$ cat config.mk
export PLATFORM = sky130hd
export DESIGN_NAME = lane_transit_timer
export DESIGN_NICKNAME = d
export VERILOG_FILES = /design/src/rtl/lane_pkg.sv /design/src/rtl/ms_tick_gen.sv /design/src/rtl/lane_transit_timer.sv
export SDC_FILE = /design/constraint.sdc
export NUM_CORES = 1
export LEC_CHECK = 0
export BUFFER_PORTS_ARGS = -buffer_cell sky130_fd_sc_hd__buf_2
export CORE_AREA = 5 5 138 88
export DETAILED_ROUTE_END_ITERATION = 8
export DIE_AREA = 0 0 143 93
export PLACE_DENSITY_LB_ADDON = 0.1
export SETUP_SLACK_MARGIN = 0.1
export SLEW_MARGIN = 20
export SYNTH_ARGS = -nofsm -noshare
export SYNTH_HDL_FRONTEND = slang
export SYNTH_SLANG_ARGS = --single-unit
$ cat constraint.sdc
create_clock -name clk -period 4.3 [get_ports clk]
set_clock_uncertainty 0.2 [all_clocks]
set_input_delay 1.075 -clock clk [delete_from_list [all_inputs] [get_ports clk]]
set_output_delay 1.075 -clock clk [all_outputs]
set_load 0.02 [all_outputs]
$ cat src/rtl/lane_pkg.sv
`default_nettype none
// ============================================================================
// Package : lane_pkg
// Brief   : Shared encodings for the lane transit timer: FSM state codes,
//           E-pass reader codes and fault codes.
// Rev     : 1.0  initial release
// ============================================================================
package lane_pkg;

  // FSM state encoding
  localparam logic [2:0] ST_IDLE       = 3'd0;
  localparam logic [2:0] ST_TIMING     = 3'd1;
  localparam logic [2:0] ST_WAIT_CLEAR = 3'd2;
  localparam logic [2:0] ST_REPORT     = 3'd3;
  localparam logic [2:0] ST_FAULT      = 3'd4;

  // E-pass reader codes; 2'b11 is reserved and treated as no code
  localparam logic [1:0] EPASS_NONE = 2'b00;
  localparam logic [1:0] EPASS_REJ  = 2'b01;
  localparam logic [1:0] EPASS_PAID = 2'b10;

  // Fault codes reported on fault_code
  localparam logic [1:0] FLT_TIMEOUT = 2'b01;
  localparam logic [1:0] FLT_ORDER   = 2'b10;

endpackage
`default_nettype wire

$ cat src/rtl/ms_tick_gen.sv
`default_nettype none
// ============================================================================
// Module : ms_tick_gen
// Brief  : Millisecond prescaler. Counts 0..DIV-1 while enabled and emits a
//          one-cycle tick on the wrap cycle. A synchronous clear restarts the
//          count and suppresses that cycle's tick.
// Rev    : 1.0  initial release
// ============================================================================
module ms_tick_gen #(
  parameter int DIV = 50000
) (
  input  logic clk,
  input  logic rst,
  input  logic i_en,
  input  logic i_clr,
  output logic o_tick
);

  localparam int            CW     = (DIV > 1) ? $clog2(DIV) : 1;
  localparam logic [CW-1:0] C_LAST = CW'(DIV - 1);

  logic [CW-1:0] r_cnt;

  // Prescaler: clear wins over counting, wraps at DIV-1
  always_ff @(posedge clk or posedge rst) begin
    if (rst) begin
      r_cnt <= '0;
    end else if (i_clr) begin
      r_cnt <= '0;
    end else if (i_en) begin
      r_cnt <= (r_cnt == C_LAST) ? '0 : r_cnt + CW'(1);
    end
  end

  assign o_tick = i_en && !i_clr && (r_cnt == C_LAST);

endmodule
`default_nettype wire

$ cat src/rtl/lane_transit_timer.sv
`default_nettype none
// ============================================================================
// Module : lane_transit_timer
// Brief  : Times a vehicle across NUM_SENSORS in-lane presence sensors,
//          reporting per-segment transit times in ms, and opens the barrier
//          when a paid E-pass code is latched for the current vehicle.
// Config : LTT_DEBOUNCE_EN - when defined, each synchronised sensor level is
//          debounced over DEBOUNCE_CYC consecutive cycles.
// Rev    : 1.0  initial release
// ============================================================================
module lane_transit_timer
  import lane_pkg::*;
#(
  parameter int SYS_FREQ     = 50000000,
  parameter int NUM_SENSORS  = 3,
  parameter int WIDTH_MS     = 16,
  parameter int TIMEOUT_MS   = 5000,
  parameter int DEBOUNCE_CYC = 1000
) (
  input  logic                                clk,
  input  logic                                reset,
  input  logic                                enable,
  input  logic [NUM_SENSORS-1:0]              sensor,
  input  logic [1:0]                          valid_Epass,
  output logic [(NUM_SENSORS-1)*WIDTH_MS-1:0] seg_ms,
  output logic                                done,
  output logic                                fault,
  output logic [1:0]                          fault_code,
  output logic                                paid,
  output logic                                denied,
  output logic                                barrier,
  output logic                                busy
);

  localparam int                  IDXW       = $clog2(NUM_SENSORS);
  localparam logic [IDXW-1:0]     C_LAST_IDX = IDXW'(NUM_SENSORS - 1);
  localparam logic [WIDTH_MS-1:0] C_TIMEOUT  = WIDTH_MS'(TIMEOUT_MS);

  logic [NUM_SENSORS-1:0]              w_lvl;
  logic [NUM_SENSORS-1:0]              r_lvl_d;
  logic [NUM_SENSORS-1:0]              w_rise;
  logic [2:0]                          r_state;
  logic [2:0]                          w_nstate;
  logic [IDXW-1:0]                     r_idx;
  logic [WIDTH_MS-1:0]                 r_ms;
  logic [(NUM_SENSORS-1)*WIDTH_MS-1:0] r_seg;
  logic                                r_fault;
  logic [1:0]                          r_fcode;
  logic                                r_paid;
  logic                                r_denied;
  logic                                r_barrier;
  logic [1:0]                          r_ep_s1;
  logic [1:0]                          r_ep_s2;
  logic                                w_exp;
  logic                                w_ooo;
  logic                                w_entry;
  logic                                w_cap;
  logic                                w_tick;
  logic                                w_busy;
  logic                                w_all_low;
  logic                                w_ep_take;
  logic                                w_paid_nxt;
  logic                                w_denied_nxt;

  // A zero debounce length is meaningless; legal configurations never build this
  if (DEBOUNCE_CYC < 1) begin : g_db_len_illegal
  end

  // Per-sensor 2-flop synchroniser, optionally followed by a debounce filter
  for (genvar gi = 0; gi < NUM_SENSORS; gi++) begin : g_sensor
    logic [1:0] r_sync;

    // Synchroniser chain for the raw sensor input
    always_ff @(posedge clk or posedge reset) begin
      if (reset) r_sync <= '0;
      else       r_sync <= {r_sync[0], sensor[gi]};
    end

`ifdef LTT_DEBOUNCE_EN
    localparam int            DBW     = $clog2(DEBOUNCE_CYC + 1);
    localparam logic [DBW-1:0] C_DB_LAST = DBW'(DEBOUNCE_CYC - 1);
    logic           r_filt;
    logic [DBW-1:0] r_db_cnt;

    // Filtered level follows only after DEBOUNCE_CYC cycles at the new level
    always_ff @(posedge clk or posedge reset) begin
      if (reset) begin
        r_filt   <= 1'b0;
        r_db_cnt <= '0;
      end else if (r_sync[1] == r_filt) begin
        r_db_cnt <= '0;
      end else if (r_db_cnt == C_DB_LAST) begin
        r_filt   <= r_sync[1];
        r_db_cnt <= '0;
      end else begin
        r_db_cnt <= r_db_cnt + DBW'(1);
      end
    end

    assign w_lvl[gi] = r_filt;
`else
    assign w_lvl[gi] = r_sync[1];
`endif
  end

  assign w_rise    = w_lvl & ~r_lvl_d;
  assign w_all_low = ~|w_lvl;
  assign w_busy    = (r_state != ST_IDLE);
  assign w_entry   = enable && (r_state == ST_IDLE) && w_rise[0];

  // Classify this cycle's rises against the sensor we are waiting for
  always_comb begin
    w_exp = 1'b0;
    w_ooo = 1'b0;
    for (int j = 1; j < NUM_SENSORS; j++) begin
      if (IDXW'(j) == r_idx)     w_exp = w_exp | w_rise[j];
      else if (IDXW'(j) > r_idx) w_ooo = w_ooo | w_rise[j];
    end
  end

  assign w_cap = enable && (r_state == ST_TIMING) && w_exp && !w_ooo;

  ms_tick_gen #(
    .DIV (SYS_FREQ / 1000)
  ) u_tick (
    .clk    (clk),
    .rst    (reset),
    .i_en   (w_busy),
    .i_clr  (w_entry || w_cap),
    .o_tick (w_tick)
  );

  // Next-state decode; enable low overrides everything back to IDLE
  always_comb begin
    w_nstate = r_state;
    case (r_state)
      ST_IDLE:       if (w_entry) w_nstate = ST_TIMING;
      ST_TIMING: begin
        if (w_ooo)                   w_nstate = ST_FAULT;
        else if (w_exp) begin
          if (r_idx == C_LAST_IDX)   w_nstate = ST_WAIT_CLEAR;
        end
        else if (r_ms == C_TIMEOUT)  w_nstate = ST_FAULT;
      end
      ST_WAIT_CLEAR: if (w_all_low) w_nstate = ST_REPORT;
      ST_REPORT:     w_nstate = ST_IDLE;
      ST_FAULT:      if (w_all_low) w_nstate = ST_IDLE;
      default:       w_nstate = ST_IDLE;
    endcase
    if (!enable) w_nstate = ST_IDLE;
  end

  // E-pass latch: first code seen in a non-fault busy state wins until next entry
  assign w_ep_take = ((r_state == ST_TIMING) || (r_state == ST_WAIT_CLEAR) ||
                      (r_state == ST_REPORT)) && !r_paid && !r_denied &&
                     (r_ep_s2 != EPASS_NONE);
  assign w_paid_nxt   = w_entry ? 1'b0 : (r_paid   | (w_ep_take && (r_ep_s2 == EPASS_PAID)));
  assign w_denied_nxt = w_entry ? 1'b0 : (r_denied | (w_ep_take && (r_ep_s2 == EPASS_REJ)));

  // Main sequencer: state, ms counter, segment capture, faults and E-pass
  always_ff @(posedge clk or posedge reset) begin
    if (reset) begin
      r_state   <= ST_IDLE;
      r_lvl_d   <= '0;
      r_idx     <= '0;
      r_ms      <= '0;
      r_seg     <= '0;
      r_fault   <= 1'b0;
      r_fcode   <= '0;
      r_paid    <= 1'b0;
      r_denied  <= 1'b0;
      r_barrier <= 1'b0;
      r_ep_s1   <= '0;
      r_ep_s2   <= '0;
    end else begin
      r_state   <= w_nstate;
      r_lvl_d   <= w_lvl;
      r_ep_s1   <= valid_Epass;
      r_ep_s2   <= r_ep_s1;
      r_paid    <= w_paid_nxt;
      r_denied  <= w_denied_nxt;
      r_barrier <= w_paid_nxt &&
                   ((w_nstate == ST_TIMING) || (w_nstate == ST_WAIT_CLEAR));
      if (w_entry) begin
        r_seg   <= '0;
        r_fault <= 1'b0;
        r_fcode <= '0;
        r_ms    <= '0;
        r_idx   <= IDXW'(1);
      end else if (enable && (r_state == ST_TIMING)) begin
        if (w_ooo) begin
          r_fault <= 1'b1;
          r_fcode <= FLT_ORDER;
        end else if (w_exp) begin
          for (int k = 0; k < NUM_SENSORS - 1; k++) begin
            if (r_idx == IDXW'(k + 1)) r_seg[k*WIDTH_MS +: WIDTH_MS] <= r_ms;
          end
          r_ms  <= '0;
          r_idx <= r_idx + IDXW'(1);
        end else if (r_ms == C_TIMEOUT) begin
          r_fault <= 1'b1;
          r_fcode <= FLT_TIMEOUT;
        end else if (w_tick && (r_ms != '1)) begin
          r_ms <= r_ms + WIDTH_MS'(1);
        end
      end
    end
  end

  assign seg_ms     = r_seg;
  assign done       = (r_state == ST_REPORT);
  assign fault      = r_fault;
  assign fault_code = r_fcode;
  assign paid       = r_paid;
  assign denied     = r_denied;
  assign barrier    = r_barrier;
  assign busy       = w_busy;

endmodule
`default_nettype wire
==> reports/results.env, run 1 <==
ROUTED_WIRE_LENGTH_PER_INSTANCE_UM=15.6
SYNTH-ASYNC-RESET-RATIO=1.00
PORT_BUFFERS=47
LAYOUT_COMMONEST_CELL='dfrtp_1'
PLACEDINSTANCEAREA_MM2=0.00460
GLOBAL_ROUTE_WIRE_LENGTH_BEFORE_REPAIR_UM=16800
CTS_INSERTED_BUFFERS=9
DRT_FIRST_PASS_ITERS=5
MAX_SLEW.WORST_PIN.SLEW_PS=911
CRITICAL_PATH_MAXIMUM_FANOUT=13
REG_TO_REG_ENDPOINT='u_tick.r_cnt[4]'
WORSTHOLDPATHTYPE='reg -> reg'
R2R-START='r_idx[1]'
FINAL_NET_COUNT=498
NETLIST_INSTANCES=434
RSZ0062_AT_GRT='no'
STORAGE_CELL_AREA_MM2=0.00220
POST_SYNTHESIS_INSTANCE_AREA_MM2=0.00418
WORSTSETUPPATHTYPE='reg -> reg'
SYN-NUM-NETS=448
GRT_OVERFLOW=0
CLOCK-ROOT-BUFFER='clkbuf_16'
FLOW.AREA_GROWTH_FROM_SYNTHESIS_PCT=17.8
STARTING_UTILIZATION_OF_THE_CORE_AREA=0.385
SYNTH_SEQUENTIAL_AREA_RATIO=0.527
CRITICAL_PATH_ARRIVAL_PS=3190
CRITPATHREQUIREDTIME_PS=4350
DPL.HPWL_UM=6710
CP-START-KIND='register'
FINAL_CORE_UTILIZATION=0.453
TIMING.CRITICAL_PATH.SLOWEST_STAGE_CELL='nor4bb_1'
ANTENNA_FOUND_INITIAL=0
FIN_TOTAL_PWR_mW=2.25
SYNTHESIS.AREA_PER_INSTANCE_UM2=9.62
LARGEST_NET_DEGREE_AT_THE_START_OF_GLOBAL_ROUTING=89
N_FILL_CELL=1044
VIA_COUNT=3295
ROUTABILITYCONGESTION=0.787
TOTAL_NEG_SETUP_SLACK_PS=0
CLOCK_TRANSITION_AT_THE_REGISTERS_OF_THE_REPORTED_PATHS_PS=60
HTREE_LEVELS=3
HOLD_START='g_sensor[2].r_sync[0]'
CLKLATENCYLATEPIN_PS=330
YS_DOMINANT_REG_CELL='dfrtp_1'
NUMBER_OF_FLOPS_MAPPED_TO_ENABLE_CELLS_BY_YOSYS=0
PLACEABLECOREAREA_MM2=0.0108
TIMING.FINAL.MAX_SLEW_VIOLATIONS=0
TIMING.MAX_CAP.VIOLATIONS=0
IR_WORST_VDD_uV=268
FLOORPLAN_DIE_WIDTH_UM=143
HOLD-PATH-CELL-COUNT=0
LAYOUT_WORST_PATH_CYCLE_SHARE=0.731
FIN_CRIT_PS=3140
SYNTH_CELL_TYPES=47
MULTI_INPUT_AREA_MM2=0.00178
FF2FF_SETUP_SLACK_PS=1160
POWER.DENSITY_mW_PER_MM2=457
TIMING.CRITICAL_PATH.TO_TYPE='register'
FINALWIRELENGTH_UM=9850
CPPEAKSTAGEDELAY_PS=780
FIN_AREA_MM2=0.00492
YOSYS_WARNINGS=0
RUN_STATUS='finished clean'
CTS.REPAIR.RESIZED=0
CLOCK_PATH_BUFFERS=2
CELL_REPEATED_MOST_ALONG_THE_WORST_PATH='o21ai_0'
INSERTEDDIODECOUNT=0
GRT_PASS1_VIAS=3233
R2R.WORST_PATH.CELLS=8
ANTENNA_LEFT=0
DRC=0
DRIVE_GT1_FRAC=0.162
FINALSETUPVIOLCOUNT=0
DIE_H_UM=93
POST-CTS-SETUP-BUFFER-COUNT=0
YS_SEQ_ELEMENTS=88
TIMING_HOLD_VIOLATIONS_FINAL=0
DIE-AREA_MM2=0.0133
CTS.SINKS=88
CTSHOLDBUFFERS=0
MOST-COMMON-LAYOUT-CELLS='88 x dfrtp_1, 59 x nand2_1, 54 x o21ai_0, 47 x buf_2, 35 x inv_1'
CLOCK_TREE_FROM_TRITONCTS='done'
DRTITER0DRC=182
GRT_UTIL_ALL_LAYERS=0.157
NUM_IO_PINS=48
HOLD_END='g_sensor[2].r_sync[1]'
PLACEMENT_ROWS=30
P_LEAK_nW=2.16
RELSLEWSLACK=0.392
MAX_FREQ_MHz=318
WORSTPATHCELLLIST='inv_1 > ha_1 > nor4bb_1 > a2111oi_2 > or4_1 > a31oi_1 > o21ai_0 > o21ai_0'
HOLDWS_PS=147
POST_DR_VIAS_CELL=5.22
worst max-delay path: cells and delay by family, from the launching register on:
kind,cells,cell delay [ps]
buffers and inverters,1,90
adder cells (fa/ha/maj),1,260
AND/OR/NAND/NOR,2,1490
AO/OA/AOI/OAI,4,630
flip-flops,1,390
sequential cells by signal (all words and copies together) (netlist names), 3 cells and up:
register and cells:
seg_ms 32, r_state 3, u_tick.r_cnt 16, g_sensor.r_sync 6
r_ms 16, r_lvl_d 3
worst max-delay path by stage:
stage,startpoint,to,cells past startpoint
after floorplan,reset,barrier,1
after global placement,enable,u_tick.r_cnt[13],7
after detailed placement,enable,u_tick.r_cnt[5],7
after CTS,r_idx[1],seg_ms[2],6
after global routing,enable,u_tick.r_cnt[5],7
final,r_idx[1],u_tick.r_cnt[4],8
per-layer routing:
| layer | routed length, um | global-route usage |
|---|---|---|
| met5 | 0 | 0 |
| met4 | 75 | 0.0419 |
| met3 | 409 | 0.0424 |
| met2 | 4150 | 0.217 |
| met1 | 5210 | 0.240 |
synthesized netlist by cell type (2+ instances only):
library cell | number | area, um2
dfrtp_1 | 88 | 2200
nand2_1 | 59 | 221
o21ai_0 | 54 | 270
inv_1 | 36 | 135
nor2_1 | 21 | 78.8
a21oi_1 | 17 | 85.1
mux2i_1 | 16 | 160
nand4_1 | 13 | 81.3
clkbuf_1 | 12 | 45.0
a31oi_1 | 11 | 68.8
nand3_1 | 11 | 55.1
or3_1 | 10 | 62.6
and3_1 | 8 | 50.1
nor3_1 | 7 | 35.0
ha_1 | 6 | 75.1
nor4_1 | 6 | 37.5
o31ai_1 | 6 | 45.0
a41oi_1 | 3 | 26.3
nand2b_1 | 3 | 18.8
nand4b_1 | 3 | 26.3
nor2b_1 | 3 | 18.8
nor3b_1 | 3 | 22.5
nor4b_1 | 3 | 26.3
or2_2 | 3 | 18.8
xnor2_1 | 3 | 26.3
a22o_1 | 2 | 17.5
buf_2 | 2 | 10.0
nand3b_1 | 2 | 15.0
nand4bb_1 | 2 | 22.5
nor4bb_1 | 2 | 20.0
o211a_1 | 2 | 20.0
or4_1 | 2 | 15.0
logic make-up (layout without fill, tap and decap cells):
group	after synthesis	in the layout	share of synthesized area
AO/OA/AOI/OAI	101	101	0.146
XOR/XNOR	4	4	0.00839
adder cells (fa/ha/maj)	6	6	0.0180
buffers and inverters	52	105	0.0494
flip-flops	88	88	0.527
multiplexers	16	16	0.0384
AND/OR/NAND/NOR	167	167	0.213
power by group:
part	switching [mW]	total, mW	internal [mW]	leakage [nW]
sequential	0.102	1.04	0.937	1.17
clock	0.309	0.826	0.516	0.154
combinational	0.249	0.383	0.134	0.836
total	0.660	2.25	1.59	2.16
stage by stage:
stage               setup WS (ps)  std cells
finish                       1160        631
global route                  855        631
CTS                          1010        631
detailed placement            947        617
global placement             1020        617
floorplan                     746        434
final cells by class:
class / count / area share
clock buffer: 10 / 0.0486
clock inverter: 4 / 0.0142
inverter: 36 / 0.0277
multi-input combinational: 294 / 0.362
sequential: 88 / 0.448
tap: 144 / 0.0366
timing repair buffer: 55 / 0.0626
(Power assumes the default switching activity.)
==> run 2: changes to the inputs <==
==> constraint.sdc (replaced) <==
create_clock -name clk -period 2.9 [get_ports clk]
set_clock_uncertainty 0.2 [all_clocks]
set_input_delay 0.725 -clock clk [delete_from_list [all_inputs] [get_ports clk]]
set_output_delay 0.725 -clock clk [all_outputs]
set_load 0.02 [all_outputs]
==> run 2 against run 1 <==
- non-clock buffer count increased by 16
- combinational power rose by 61%
- count of clock-buffer cells in the layout unchanged
- sequential power increased by 47%
- sequential share of layout area is 1.3 points lower
- power rose by 49%
- critical path type unchanged
- largest power group unchanged
==> reports/results.env, run 2 (synthesis gave the netlist of run 1 again) <==
RUN_STATUS='finished clean'  # unchanged
DIE-AREA_MM2=0.0133  # unchanged
DRTITER0DRC=204  # was 182
FLOORPLAN_DIE_WIDTH_UM=143  # unchanged
POST-ROUTE-WORST-SETUP-SLACK_PS=325  # was 1160 ps
GRT_OVERFLOW=0  # unchanged
INSERTEDDIODECOUNT=0  # unchanged
DPL.HPWL_UM=7110  # was 6710 um
LAYOUT.CELLS.NON_FILLER=649  # was 631
SWITCHING_FRACTION_OF_TOTAL_POWER=0.307  # was 0.294
DRC=0  # unchanged
N_FILL_CELL=1022  # was 1,044
TIMING_HOLD_VIOLATIONS_FINAL=0  # unchanged
LARGEST_REGISTER_FF_COUNT=32  # unchanged
CRITPATHREQUIREDTIME_PS=2960  # was 4350 ps
PLACE_WS_PS=172  # was 947 ps
CLOCK_TRANSITION_AT_THE_REGISTERS_OF_THE_REPORTED_PATHS_PS=70  # was 60 ps
CRITICAL_PATH_MAXIMUM_FANOUT=19  # was 13
FINALSETUPVIOLCOUNT=0  # unchanged
LARGEST_NET_DEGREE_AT_THE_START_OF_GLOBAL_ROUTING=36  # was 89
CP-START-KIND='register'  # unchanged
LAYOUT_COMMONEST_CELL='dfrtp_1'  # unchanged
CLOCK-ROOT-BUFFER='clkbuf_16'  # unchanged
ANTENNA_LEFT=0  # unchanged
P_LEAK_nW=2.24  # was 2.16 nW
GLOBAL_ROUTE_WIRE_LENGTH_BEFORE_REPAIR_UM=17400  # was 16,800 um
ROUTED_WIRE_LENGTH_PER_INSTANCE_UM=15.3  # was 15.6 um
P_SWITCHING_mW=1.03  # was 0.660 mW
MAX_FREQ_MHz=388  # was 318 MHz
SHARE_SEQ_OF_TOTAL_POWER=0.456  # was 0.462
STARTING_UTILIZATION_OF_THE_CORE_AREA=0.385  # unchanged
LAYOUT_WORST_PATH_CYCLE_SHARE=0.888  # was 0.731
MOST-COMMON-LAYOUT-CELLS='88 x dfrtp_1, 59 x nand2_1, 54 x o21ai_0, 47 x buf_2, 35 x inv_1'  # unchanged
DIE_H_UM=93  # unchanged
CLOCK_PATH_BUFFERS=2  # unchanged
IR_WORST_VDD_uV=313  # was 268 uV
TOTAL_NEG_SETUP_SLACK_PS=0  # unchanged
FLOW.AREA_GROWTH_FROM_SYNTHESIS_PCT=21.3  # was 17.8%
POST-CTS-SETUP-BUFFER-COUNT=0  # unchanged
CLKLATENCYLATEPIN_PS=340  # was 330 ps
VIA_COUNT=3426  # was 3,295
FINALWIRELENGTH_UM=9940  # was 9850 um
ANTENNA_FOUND_INITIAL=0  # unchanged
WORSTHOLDPATHTYPE='reg -> reg'  # unchanged
HTREE_LEVELS=3  # unchanged
GRT_UTIL_ALL_LAYERS=0.160  # was 0.157
WORSTSETUPPATHTYPE='reg -> reg'  # unchanged
TIMING.CRITICAL_PATH.TO_TYPE='register'  # unchanged
COMBINATIONAL_SHARE_OF_POWER=0.184  # was 0.170
RELSLEWSLACK=0.574  # was 0.392
TIMING.FINAL.MAX_SLEW_VIOLATIONS=0  # unchanged
PORT_BUFFERS=47  # unchanged
CLOCK_TREE_FROM_TRITONCTS='done'  # unchanged
FIN_CRIT_PS=2570  # was 3140 ps
DRIVE_GT1_FRAC=0.194  # was 0.162
DRT_FIRST_PASS_ITERS=5  # unchanged
MAX_SLEW.WORST_PIN.SLEW_PS=638  # was 911 ps
PLACEMENT_ROWS=30  # unchanged
CRITICAL_PATH_ARRIVAL_PS=2630  # was 3190 ps
FIN_TOTAL_PWR_mW=3.35  # was 2.25 mW
CTS.SINKS=88  # unchanged
SHARE_CLK_OF_TOTAL_POWER=0.360  # was 0.367
FINAL_NET_COUNT=514  # was 498
PLACEABLECOREAREA_MM2=0.0108  # unchanged
PLACEDCELLCOUNT=633  # was 617
POST_DR_VIAS_CELL=5.28  # was 5.22
TIMING.MAX_CAP.VIOLATIONS=0  # unchanged
NUM_IO_PINS=48  # unchanged
CTS_INSERTED_BUFFERS=9  # unchanged
INTERNAL-POWER_mW=2.32  # was 1.59 mW
POWER.DENSITY_mW_PER_MM2=661  # was 457 mW/mm2
GRT_PASS1_VIAS=3403  # was 3,233
ROUTABILITYCONGESTION=0.844  # was 0.787
RSZ0062_AT_GRT='no'  # unchanged
-- run 2: cell count changes in the layout (fill, tap and decap cells not counted), sizes merged --
| cell | change |
|---|---|
| buf | +16 |
| clkinv | -1 |
| clkinvlp | +1 |
| inv | +3 |
| bufinv | -1 |
-- run 2: area by class of cell --
cell class                 instances  area (um2)  area share
multi-input combinational        294        1780       0.351
clock inverter                     6        73.8      0.0146
sequential                        88        2200       0.435
inverter                          36         139      0.0274
clock buffer                      10         239      0.0472
tap                              144         180      0.0356
timing repair buffer              71         453      0.0894
-- run 2: metrics by stage --
| step | instance area [um2] | util | hold WS [ps] |
|---|---|---|---|
| after floorplan | 4180 | - | 131 |
| after global placement | 4750 | 0.438 | 133 |
| after detailed placement | 4750 | 0.438 | 135 |
| after CTS | 5060 | 0.467 | 150 |
| after global routing | 5060 | 0.467 | 154 |
| final | 5060 | 0.467 | 151 |
-- run 2: timing repair --
action	CTS	global route
resized for setup	0	1
hold endpoints to repair	0	0
hold buffers	0	0
setup endpoints to repair	0	9
-- run 2: worst paths after layout --
| kind | from | to | slack, ps | cells after the start |
|---|---|---|---|---|
| max in group asynchronous | reset | seg_ms[5] | 1650 | 3 |
| setup reg to reg | u_tick.r_cnt[1] | r_ms[13] | 330 | 8 |
| hold / removal | g_sensor[1].r_sync[0] | g_sensor[1].r_sync[1] | 150 | 0 |
| min in group asynchronous | reset | denied | 270 | 2 |
| setup / recovery | u_tick.r_cnt[1] | r_ms[13] | 330 | 8 |
| hold reg to reg | g_sensor[1].r_sync[0] | g_sensor[1].r_sync[1] | 150 | 0 |
-- run 2: per-layer routing --
layer,share of wire,wire (um),track usage,up-vias
met3,0.065,647,0.0414,8
met2,0.41,4110,0.223,106
met1,0.51,5110,0.246,1632
met5,0,0,0,-
met4,0.0072,72,0.0388,0
li1,-,-,-,1680
-- run 2: power groups by stage --
stage / clock network [mW] / registers [mW] / logic [mW]
4_1_cts: 1.25 / 1.53 / 0.623
3_5_place_dp: 0 / 1.54 / 0.622
3_3_place_gp: 0 / 1.54 / 0.613
2_1_floorplan: 0 / 1.64 / 0.271
5_1_grt: 1.30 / 1.55 / 0.688
6_report: 1.20 / 1.53 / 0.616
-- run 2: critical path, cell delays in order (launching register included) --
cell,delay (ps)
dfrtp_1,410
ha_1,200
nand4b_1,170
or4_4,540
a2111oi_4,260
buf_12,200
nand4_1,130
or3_1,320
o21ai_0,80
